**src/rtl/ela_field_source.sv**
```systemverilog
`default_nettype none
// ============================================================================
// Module  : ela_field_source
// Brief   : Streams one field from a sync-read SRAM, one row per req pulse.
// Revision: 1.0
// ============================================================================
module ela_field_source #(
    parameter int ROWS = 16,
    parameter int COLS = 128,
    parameter int AW   = 11
) (
    input  logic          clk,
    input  logic          rst,
    input  logic          start,
    input  logic          req,
    output logic          ready,
    output logic [7:0]    in_data,
    output logic [AW-1:0] src_addr,
    input  logic [7:0]    src_rd,
    output logic [4:0]    row_idx,
    output logic          field_done,
    output logic          err
);

    localparam int CW = $clog2(COLS);

    localparam logic [2:0] c_idle    = 3'd0;
    localparam logic [2:0] c_load    = 3'd1;
    localparam logic [2:0] c_capture = 3'd2;
    localparam logic [2:0] c_armed   = 3'd3;
    localparam logic [2:0] c_stream  = 3'd4;
    localparam logic [2:0] c_done    = 3'd5;

    logic [2:0]    r_state;
    logic [2:0]    w_next;
    logic [CW-1:0] r_col;
    logic [7:0]    r_p0;
    logic          r_ready;
    logic [AW-1:0] r_src_addr;
    logic [4:0]    r_row_idx;
    logic          r_field_done;
    logic          r_err;
    logic [7:0]    w_in_data;

    logic          w_start_ok;
    logic          w_last_col;
    logic          w_pre_col;
    logic          w_last_row;
    logic [AW-1:0] w_base;
    logic [AW-1:0] w_next_base;

    assign w_start_ok  = start && ((r_state == c_idle) || (r_state == c_done));
    assign w_last_col  = (r_col == CW'(COLS - 1));
    assign w_pre_col   = (r_col == CW'(COLS - 2));
    assign w_last_row  = (r_row_idx == 5'(ROWS - 1));
    assign w_base      = AW'(r_row_idx) << CW;
    assign w_next_base = AW'(r_row_idx + 5'd1) << CW;

    always_ff @(posedge clk) begin
        if (!rst) begin
            r_state <= c_idle;
        end else begin
            r_state <= w_next;
        end
    end

    always_comb begin
        w_next = r_state;
        case (r_state)
            c_idle, c_done: if (start) w_next = c_load;
            c_load:         w_next = c_capture;
            c_capture:      w_next = c_armed;
            c_armed:        if (req) w_next = c_stream;
            c_stream: begin
                if (w_last_col) w_next = w_last_row ? c_done : c_capture;
            end
            default:        w_next = c_idle;
        endcase
    end

    always_comb begin
        w_in_data = 8'd0;
        case (r_state)
            c_armed:  w_in_data = r_p0;
            c_stream: w_in_data = src_rd;
            default:  w_in_data = 8'd0;
        endcase
    end

    // The next row's base is issued at col COLS-2 so its pixel 0 lands in
    // CAPTURE, letting back-to-back rows skip LOAD.
    always_ff @(posedge clk) begin
        if (!rst) begin
            r_col        <= '0;
            r_p0         <= 8'd0;
            r_ready      <= 1'b0;
            r_src_addr   <= '0;
            r_row_idx    <= 5'd0;
            r_field_done <= 1'b0;
            r_err        <= 1'b0;
        end else begin
            r_field_done <= 1'b0;
            r_err        <= (r_err && !w_start_ok) || (req && (r_state != c_armed));
            case (r_state)
                c_idle, c_done: begin
                    if (start) begin
                        r_row_idx  <= 5'd0;
                        r_src_addr <= '0;
                    end
                end
                c_capture: begin
                    r_p0       <= src_rd;
                    r_src_addr <= w_base + AW'(1);
                    r_ready    <= 1'b1;
                end
                c_armed: begin
                    if (req) begin
                        r_col      <= CW'(1);
                        r_src_addr <= w_base + AW'(2);
                    end
                end
                c_stream: begin
                    r_col <= r_col + CW'(1);
                    if (w_last_col) begin
                        if (w_last_row) begin
                            r_field_done <= 1'b1;
                            r_ready      <= 1'b0;
                        end else begin
                            r_row_idx  <= r_row_idx + 5'd1;
                            r_src_addr <= w_next_base + AW'(1);
                        end
                    end else if (w_pre_col) begin
                        r_src_addr <= w_next_base;
                    end else begin
                        r_src_addr <= w_base + AW'(r_col) + AW'(2);
                    end
                end
                default: ;
            endcase
        end
    end

    assign ready      = r_ready;
    assign in_data    = w_in_data;
    assign src_addr   = r_src_addr;
    assign row_idx    = r_row_idx;
    assign field_done = r_field_done;
    assign err        = r_err;

endmodule
`default_nettype wire

```
**config.mk**
```make
export PLATFORM = sky130hd
export DESIGN_NAME = ela_field_source
export DESIGN_NICKNAME = d
export VERILOG_FILES = /design/src/rtl/ela_field_source.sv
export SDC_FILE = /design/constraint.sdc
export NUM_CORES = 1
export LEC_CHECK = 0
export CORE_UTILIZATION = 46
export CTS_BUF_LIST = sky130_fd_sc_hd__clkbuf_4
export DETAILED_ROUTE_END_ITERATION = 7
export GPL_ROUTABILITY_DRIVEN = 0
export PLACE_DENSITY = 0.72
export RECOVER_POWER = 50
export SETUP_SLACK_MARGIN = 0.5
export SYNTH_ARGS = -nofsm -noshare
export SYNTH_HDL_FRONTEND = slang
export SYNTH_SLANG_ARGS = --single-unit
export TNS_END_PERCENT = 20
```
**constraint.sdc**
```tcl
create_clock -name clk -period 4.25 [get_ports clk]
set_clock_uncertainty 0.1 [all_clocks]
set_input_delay 1.275 -clock clk [delete_from_list [all_inputs] [get_ports clk]]
set_output_delay 1.275 -clock clk [all_outputs]
set_load 0.02 [all_outputs]
```
==> flow_metrics.py, run 1 <==
metrics = {
    "power_and_ir_drop": {
        "comb_power_share": 0.408,
        "peakVddDrop_mv": 0.260,
        "p_clk_frac": 0.168,
        "p_int_uw": 628,
        "p_per_area_nw_per_um2": 414,
        "pwr-share-seq": 0.424,
        "power_switching_uw": 414,
        "switching_share": 0.397,
        "leakagePower_nw": 0.901,
        "total_power_mw": 1.04,
    },
    "placed_design": {
        "dpl_worst_slack_ps": 364,
        "dp_cells": 339,
        "io_buffers": 38,
        "postPlaceCellArea_um2": 2480,
        "dp_hpwl_mm": 3.57,
    },
    "layout": {
        "fin_util": 0.577,
        "fin_area_um2": 2510,
        "syn_to_final_growth_pct": 20.9,
        "layout.cells.non_filler": 347,
        "drive_gt1_frac": 0.0746,
        "num_antenna_cells": 0,
        "final_nets": 311,
    },
    "worst_setup_path": {
        "worstPathArrival_ps": 2500,
        "crit_chain": "clkdlybuf4s50_1 > a22o_1 > clkdlybuf4s50_1",
        "path_max_fanout": 2,
        "endpoint_kind": "primary output",
        "crit_type": "in -> out",
        "start_kind": "input pin",
        "cp_num_buf_inv": 2,
        "max_stage_delay_ps": 600,
        "slowest_stage": "clkdlybuf4s50_1",
        "cp_common_cell": "clkdlybuf4s50_1",
        "cp.required_ps": 2870,
        "critPathTopFamily": "buffers and inverters",
    },
    "sta": {
        "fmax_mhz": 258,
        "maxSlewHeadroom": 0.473,
        "period_needed_ps": 3870,
        "rsz0062_at_grt": "yes",
        "hold_viol": 0,
        "worst_slew_pin_slew_ps": 790,
        "fin_ws_ps": 375,
        "hold_slack_ps": 362,
        "maxSlewViolCount": 0,
        "min_period_over_period": 0.912,
        "setup_viol": 0,
        "fin_setup_tns_ps": 0,
    },
    "clock_network": {
        "cts_setup_buffers": 0,
        "ctsLongestPathBuffers": 2,
        "insertion_delay_ps": 350,
        "cts_inserted_buffers": 5,
        "tritoncts": "built",
        "clk_pin_slew_worst_paths_ps": 100,
        "cts_root_buf": "clkbuf_4",
        "h-tree-depth": 2,
        "numClockSinks": 37,
        "holdBufCountCts": 0,
    },
    "grt": {
        "first_global_vias": 1820,
        "grt_overflow": 0,
        "grt_pass1_wl_mm": 8.66,
        "track_usage": 0.222,
        "antenna_found_initial": 0,
        "grt_max_degree": 21,
    },
    "floorplan": {
        "rows": 24,
        "start_util": 0.478,
        "num_io_pins": 39,
        "die_y_um": 69.2,
        "die_w_um": 69.2,
        "die_area_um2": 4790,
        "coreArea_um2": 4350,
    },
    "logic_synthesis": {
        "synth_top_area_cell": "dfxtp_1",
        "synth.distinct_cells": 52,
        "ys_seq_elements": 37,
        "synthFlopType": "dfxtp_1",
        "yosysTopAreaCellShare": 0.356,
        "synth_area_leaders": "dfxtp_1 (36%), a21oi_1 (6.5%), nand2_1 (6.5%)",
        "yosysWarningCount": 0,
        "seq_area_frac_synth": 0.356,
        "syn_avg_cell_area_um2": 8.00,
        "synth_edf_count": 0,
        "synth_most_common_cell": "dfxtp_1",
        "synth_nets": 277,
        "synthArstFlopShare": 0,
        "synthCells": 260,
        "synthesis.area_um2": 2080,
        "synthTopCellsByCount": "dfxtp_1 (37), nand2_1 (36), nor2_1 (28), a21oi_1 (27), nand3_1 (14)",
    },
    "drt": {
        "drt_iter0_markers": 149,
        "via_count": 2011,
        "drt_pass1_iterations": 4,
        "routed_wirelength_mm": 5.08,
        "drt.antenna.violating_nets": 0,
        "wl_per_cell_um": 14.6,
        "viasPerCell": 5.80,
        "drc": 0,
    },
    "worst_hold_path": {
        "worst_hold_path_type": "reg -> reg",
    },
    "status": {
        "outcome": "finished clean",
    },
    "job": {
        "cap_viol_max_count": 0,
    },
}
## path summary, 6_finish.rpt
kind                                         startpoint                       end  slack (ps)  cells past startpoint
worst max-delay path                          src_rd[3]                in_data[3]         380                      3
worst min-delay path               r_p0[4]$_SDFFE_PN0P_      r_p0[4]$_SDFFE_PN0P_         360                      2
worst max register to register  r_state[2]$_SDFFE_PN0P_  src_addr[9]$_SDFFE_PN0P_        1370                      6
worst min register to register     r_p0[4]$_SDFFE_PN0P_      r_p0[4]$_SDFFE_PN0P_         360                      2
## state kept, by name (all words and copies together), names as in the netlist
register / flops
src_addr: 11
r_p0: 8
r_col: 7
row_idx: 5
r_state: 3
err: 1
field_done: 1
ready: 1
## tightest hold or removal path: stages, from the launching register on
cell and delay (ps):
dfxtp_1 320, nand2_1 50, a21oi_1 50
## area by class of cell
cell class	instances	area, um^2
tap	52	65.1
clock inverter	3	12.5
fill	404	1840
sequential	37	741
multi-input combinational	200	1230
inverter	8	30.0
timing repair buffer	42	400
clock buffer	5	37.5
## layout by cell type, fill, tap and decap left out, drive strengths merged, types with 2 or more instances in the layout
cell	synthesis	final
inv	8	8
a21oi	27	27
xor2	2	2
nand4	4	4
nand2	36	36
xnor2	7	7
nor3	5	5
a22oi	5	5
and3b	2	2
dfxtp	37	37
o311a	2	2
or2	2	2
o21ai	10	10
ha	5	5
a2111oi	2	2
dlygate4sd3	0	10
a22o	8	8
nor2b	3	3
and2	3	3
nand3	16	16
clkdlybuf4s50	0	26
clkbuf	5	8
o211ai	4	4
a32o	2	2
o31ai	2	2
nand2b	3	3
or3	3	3
a31oi	3	3
nor2	30	30
clkinv	0	3
## power groups by stage
stage	Sequential (mW)	Clock [mW]	Combinational (mW)
floorplan	0.453	0	0.323
global placement	0.449	0	0.431
detailed placement	0.450	0	0.435
CTS	0.442	0.180	0.436
global route	0.450	0.195	0.466
finish	0.442	0.175	0.425
## cell families after synthesis
family,after synthesis,share of synthesized area
buf+inv,23,0.0517
flops,37,0.356
mux,1,0.00541
fa+ha+maj,5,0.0301
simple gates,111,0.265
compound gates,74,0.253
xor+xnor,9,0.0379
## per-layer routing
| metal | GRT usage | vias to the layer above | routed length, um | share of wire |
|---|---|---|---|---|
| met2 | 0.371 | 53 | 2470 | 0.49 |
| met5 | 0 | - | 0 | 0 |
| met1 | 0.294 | 948 | 2320 | 0.46 |
| met4 | 0.0590 | 0 | 29 | 0.0057 |
| met3 | 0.0407 | 4 | 257 | 0.051 |
| li1 | - | 1006 | - | - |
## timing repair
item / 4_1_cts / 5_1_grt
endpoints found under the setup margin: 8 / 7
resized for setup: 1 / 1
pin swaps: 0 / 0
Power figures use the tool's default switching activity.
==> run 2, diff against run 1 <==
--- a/config.mk
+++ b/config.mk
@@ -9,7 +9,7 @@
 export CTS_BUF_LIST = sky130_fd_sc_hd__clkbuf_4
 export DETAILED_ROUTE_END_ITERATION = 7
 export GPL_ROUTABILITY_DRIVEN = 0
-export PLACE_DENSITY = 0.72
+export PLACE_DENSITY = 0.79
 export RECOVER_POWER = 50
 export SETUP_SLACK_MARGIN = 0.5
 export SYNTH_ARGS = -nofsm -noshare
==> flow_metrics.py, run 2 (synthesis gave the netlist of run 1 again) <==
metrics = {
    "status": {
        "outcome": "finished clean",
    },
    "clock_network": {
        "ctsLongestPathBuffers": 2,
        "h-tree-depth": 2,
        "tritoncts": "built",
        "cts_root_buf": "clkbuf_4",
        "clk_pin_slew_worst_paths_ps": 110,
        "numClockSinks": 37,
        "cts_inserted_buffers": 5,
        "holdBufCountCts": 0,
        "insertion_delay_ps": 340,
    },
    "floorplan": {
        "num_io_pins": 39,
        "die_y_um": 69.2,
        "die_w_um": 69.2,
        "coreArea_um2": 4350,
        "die_area_um2": 4790,
        "rows": 24,
        "start_util": 0.478,
    },
    "worst_setup_path": {
        "critPathTopFamily": "buffers and inverters",
        "max_stage_delay_ps": 610,
        "slowest_stage": "clkdlybuf4s50_1",
        "endpoint_kind": "primary output",
        "cp_num_buf_inv": 2,
        "crit_type": "in -> out",
        "cp_common_cell": "clkdlybuf4s50_1",
        "start_kind": "input pin",
        "crit_chain": "clkdlybuf4s50_1 > a22o_1 > clkdlybuf4s50_1",
        "cp.required_ps": 2870,
        "worstPathArrival_ps": 2510,
        "worstSetupStartpoint": "src_rd[1]",
        "path_max_fanout": 2,
        "r2r_start": "row_idx[0]$_SDFFE_PN0P_",
    },
    "drt": {
        "wl_per_cell_um": 14.7,
        "drc": 0,
        "routed_wirelength_mm": 5.06,
        "drt_pass1_iterations": 4,
        "drt_iter0_markers": 120,
        "via_count": 2020,
        "drt.antenna.violating_nets": 0,
        "viasPerCell": 5.86,
    },
    "grt": {
        "grt_max_degree": 25,
        "grt_overflow": 0,
        "antenna_found_initial": 0,
        "track_usage": 0.228,
        "grt_pass1_wl_mm": 8.94,
        "first_global_vias": 1858,
    },
    "sta": {
        "maxSlewHeadroom": 0.450,
        "min_period_over_period": 0.913,
        "period_needed_ps": 3880,
        "rsz0062_at_grt": "yes",
        "fin_ws_ps": 370,
        "maxSlewViolCount": 0,
        "fmax_mhz": 258,
        "setup_viol": 0,
        "worst_slew_pin_slew_ps": 824,
        "fin_setup_tns_ps": 0,
        "hold_viol": 0,
    },
    "layout": {
        "drive_gt1_frac": 0.0853,
        "syn_to_final_growth_pct": 22.1,
        "layout_common_cells": "dfxtp_1 (37), nand2_1 (36), nor2_1 (28), a21oi_1 (27)",
        "layout_commonest_cell": "dfxtp_1",
        "largest_reg_flops": 11,
        "final_nets": 309,
        "num_antenna_cells": 0,
        "fillers": 378,
    },
    "power_and_ir_drop": {
        "total_power_mw": 1.12,
        "leakagePower_nw": 0.939,
        "p_per_area_nw_per_um2": 440,
        "peakVddDrop_mv": 0.278,
    },
    "worst_hold_path": {
        "hp-start": "r_p0[4]$_SDFFE_PN0P_",
        "worst_hold_path_type": "reg -> reg",
    },
    "placed_design": {
        "dp_hpwl_mm": 3.53,
        "io_buffers": 38,
        "dpl_worst_slack_ps": 376,
    },
    "job": {
        "cap_viol_max_count": 0,
    },
}
==> run 2: cell count changes in the layout (fill, tap and decap cells not counted), sizes merged <==
cell / previous run / this run
clkdlybuf4s50: 26 / 18
dlygate4sd3: 10 / 18
clkbuf: 8 / 6
clkinv: 3 / 1
buf: 1 / 2
bufinv: 0 / 1
==> run 2: power by group <==
part	total [mW]	internal [mW]	switching, mW
registers	0.443	0.395	0.0480
logic	0.427	0.170	0.257
clock network	0.246	0.129	0.118
==> run 2: path summary, 6_finish.rpt <==
| path | to | slack [ps] | cells after the start |
|---|---|---|---|
| hold reg to reg | r_p0[4]$_SDFFE_PN0P_ | 370 | 2 |
| hold / removal | r_p0[4]$_SDFFE_PN0P_ | 370 | 2 |
| setup / recovery | in_data[1] | 370 | 3 |
| setup reg to reg | row_idx[0]$_SDFFE_PN0P_ | 1870 | 9 |
==> run 2: worst min-delay path, delay by kind of cell, from the launching register on <==
family           cells  cell delay (ps)
flip-flops           1              330
AND/OR/NAND/NOR      1               50
AO/OA/AOI/OAI        1               50
==> run 2: layout make-up <==
type,count,area (um^2),share of cell area
Clock buffer,6,45.0,0.0177
Tap cell,52,65.1,0.0256
Sequential cell,37,741,0.292
Timing Repair Buffer,40,397,0.156
Inverter,8,30.0,0.0118
Multi-Input combinational cell,200,1230,0.484
Clock inverter,2,33.8,0.0133
==> run 2: timing repair <==
item / in CTS / in global routing
gates cloned: 0 / 0
gates resized for setup: 1 / 2
pin swaps: 0 / 0
setup buffers: 0 / 0
endpoints found under the setup margin: 8 / 7
==> run 2: through the flow <==
stage / cell area [um^2] / hold slack [ps] / utilization / std cells
global route: 2540 / 391 / 0.583 / 345
detailed placement: 2460 / 351 / 0.566 / 337
finish: 2540 / 369 / 0.583 / 345
CTS: 2540 / 367 / 0.583 / 345
global placement: 2460 / 343 / 0.566 / 337
floorplan: 2080 / 336 / - / 260
==> run 2: per-layer routing <==
layer,global-route usage,up-vias,routed length (um)
met3,0.0596,7,373
met1,0.298,933,2260
met4,0.0703,0,83
met5,0,-,0
li1,-,1002,-
met2,0.369,78,2340
==> patch, RTL diff (settings of run 1) <==
`AW`: 11 -> 12.
--- a/src/rtl/ela_field_source.sv
+++ b/src/rtl/ela_field_source.sv
@@ -8,5 +8,5 @@
     parameter int ROWS = 16,
     parameter int COLS = 128,
-    parameter int AW   = 11
+    parameter int AW   = 12
 ) (
     input  logic          clk,
Interface: changed (resized src_addr); port bits go from 39 to 40. The function was not compared with the original's and may differ.
==> patch against run 1 <==
The flow now finishes with violations (DRC); synthesized cell count grew 5.4%; routed wire length is 10% higher; design area increased by 2.7%; total power rose by 24%; die area grew 3.7%; area after synthesis is 3.8% higher; critical path type unchanged; sequential cell count up 1; worst setup slack lost 0.0022 ns; largest power group is now combinational logic.
==> patch: results <==
[final_layout]
largest_reg_flops = 12
drive_gt1_share_pct = 4.348
clock_area_share_pct = 2.035
multi_input_comb_area_um2 = 1252
n_all_inverters = 10
clkbuf_count = 7
num-multi-input-gates = 201
buffer_area_share_pct = 16.04
final_nets = 316
multi_input_area_share_pct = 48.50
signal_buffers = 43
fillers = 433
seq-cell-share_pct = 29.46

[route]
drt_pre_antenna_iters = 6
num_vias = 2099
vias_per_cell = 5.980
drt_iter0_drc = 166
drt_wl_total_um = 5598
drc_errors = 2

[pwr]
power_density_nw_per_um2 = 499.4
swShare_pct = 41.88
p_comb_uw = 604
pg_seq_uw = 496
peakVddDrop_uv = 257.1
power_leakage_nw = 0.8873

[min_path]
min_from = r_p0[7]

[global_routing]
grt_max_degree = 27
grtUsageMet1_pct = 30.46
grt_pass1_vias = 1954
met3_usage_pct = 4.618
grt_pass1_wl_um = 9308
grt_usage_pct = 23.37
grt_use_met2_pct = 39.70

[place]
portBuffers = 39
pre_cts_ws_ns = 0.3653
dpl.hpwl_um = 3811
placed_cell_area_um2 = 2532
dp_cells = 344

[timing]
tns_ns = 0
tightest_slew_ns = 1.248

[yosys]
synth_seq_area_share_pct = 35.25
ys_ff_latch = 38
yosys-top-cells-area = dfxtp_1 35%, a21oi_1 7.0%, nand2_1 4.9%
synth.distinct_cells = 55
synth_mux_area_share_pct = 0
synth_xor_area_share_pct = 1.217
synth_commonest_cells = 38 x dfxtp_1, 30 x a21oi_1, 28 x nand2_1
post_synth_inst_count = 274
synth_compound_area_share_pct = 30.96
synth_fp_nets = 291
synth_fa_ha_area_share_pct = 2.899

[run_status]
status = complete, but fails checks
violations = DRC

[setup_path]
r2r-start = r_state[2]
arrival_ns = 2.50
worstSetupStartpoint = src_rd[2]

[cts]
numCtsBuffers = 5
-- patch: cell count changes in the layout (fill, tap and decap cells not counted), sizes merged, moves of 5 or more --
cell / delta
a311oi: +6
a21boi: +7
nor2: -15
xnor2: -5
nand2: -8
-- patch: worst paths after layout --
kind            endpoint  slack (ns)  cells after the start
min              r_p0[7]        0.37                      2
min reg2reg      r_p0[7]        0.37                      2
max reg2reg  src_addr[9]        1.14                      4
max           in_data[2]        0.37                      3
-- patch: layer usage --
metal | up-vias | part of all wire (%)
li1 | 1058 | -
met1 | 959 | 45
met2 | 76 | 47
met3 | 6 | 7.0
met4 | 0 | 0.79
met5 | - | 0
-- patch: cell families (layout without fill, tap and decap cells) --
logic type / Yosys count / count (layout)
xor+xnor: 3 / 3
compound gates: 99 / 99
simple gates: 94 / 94
flops: 38 / 38
fa+ha+maj: 5 / 5
buf+inv: 35 / 60
-- patch: worst max-delay path, cell delays in order --
cell and delay (ns):
clkdlybuf4s50_1 0.48, a22o_1 0.14, clkdlybuf4s50_1 0.60
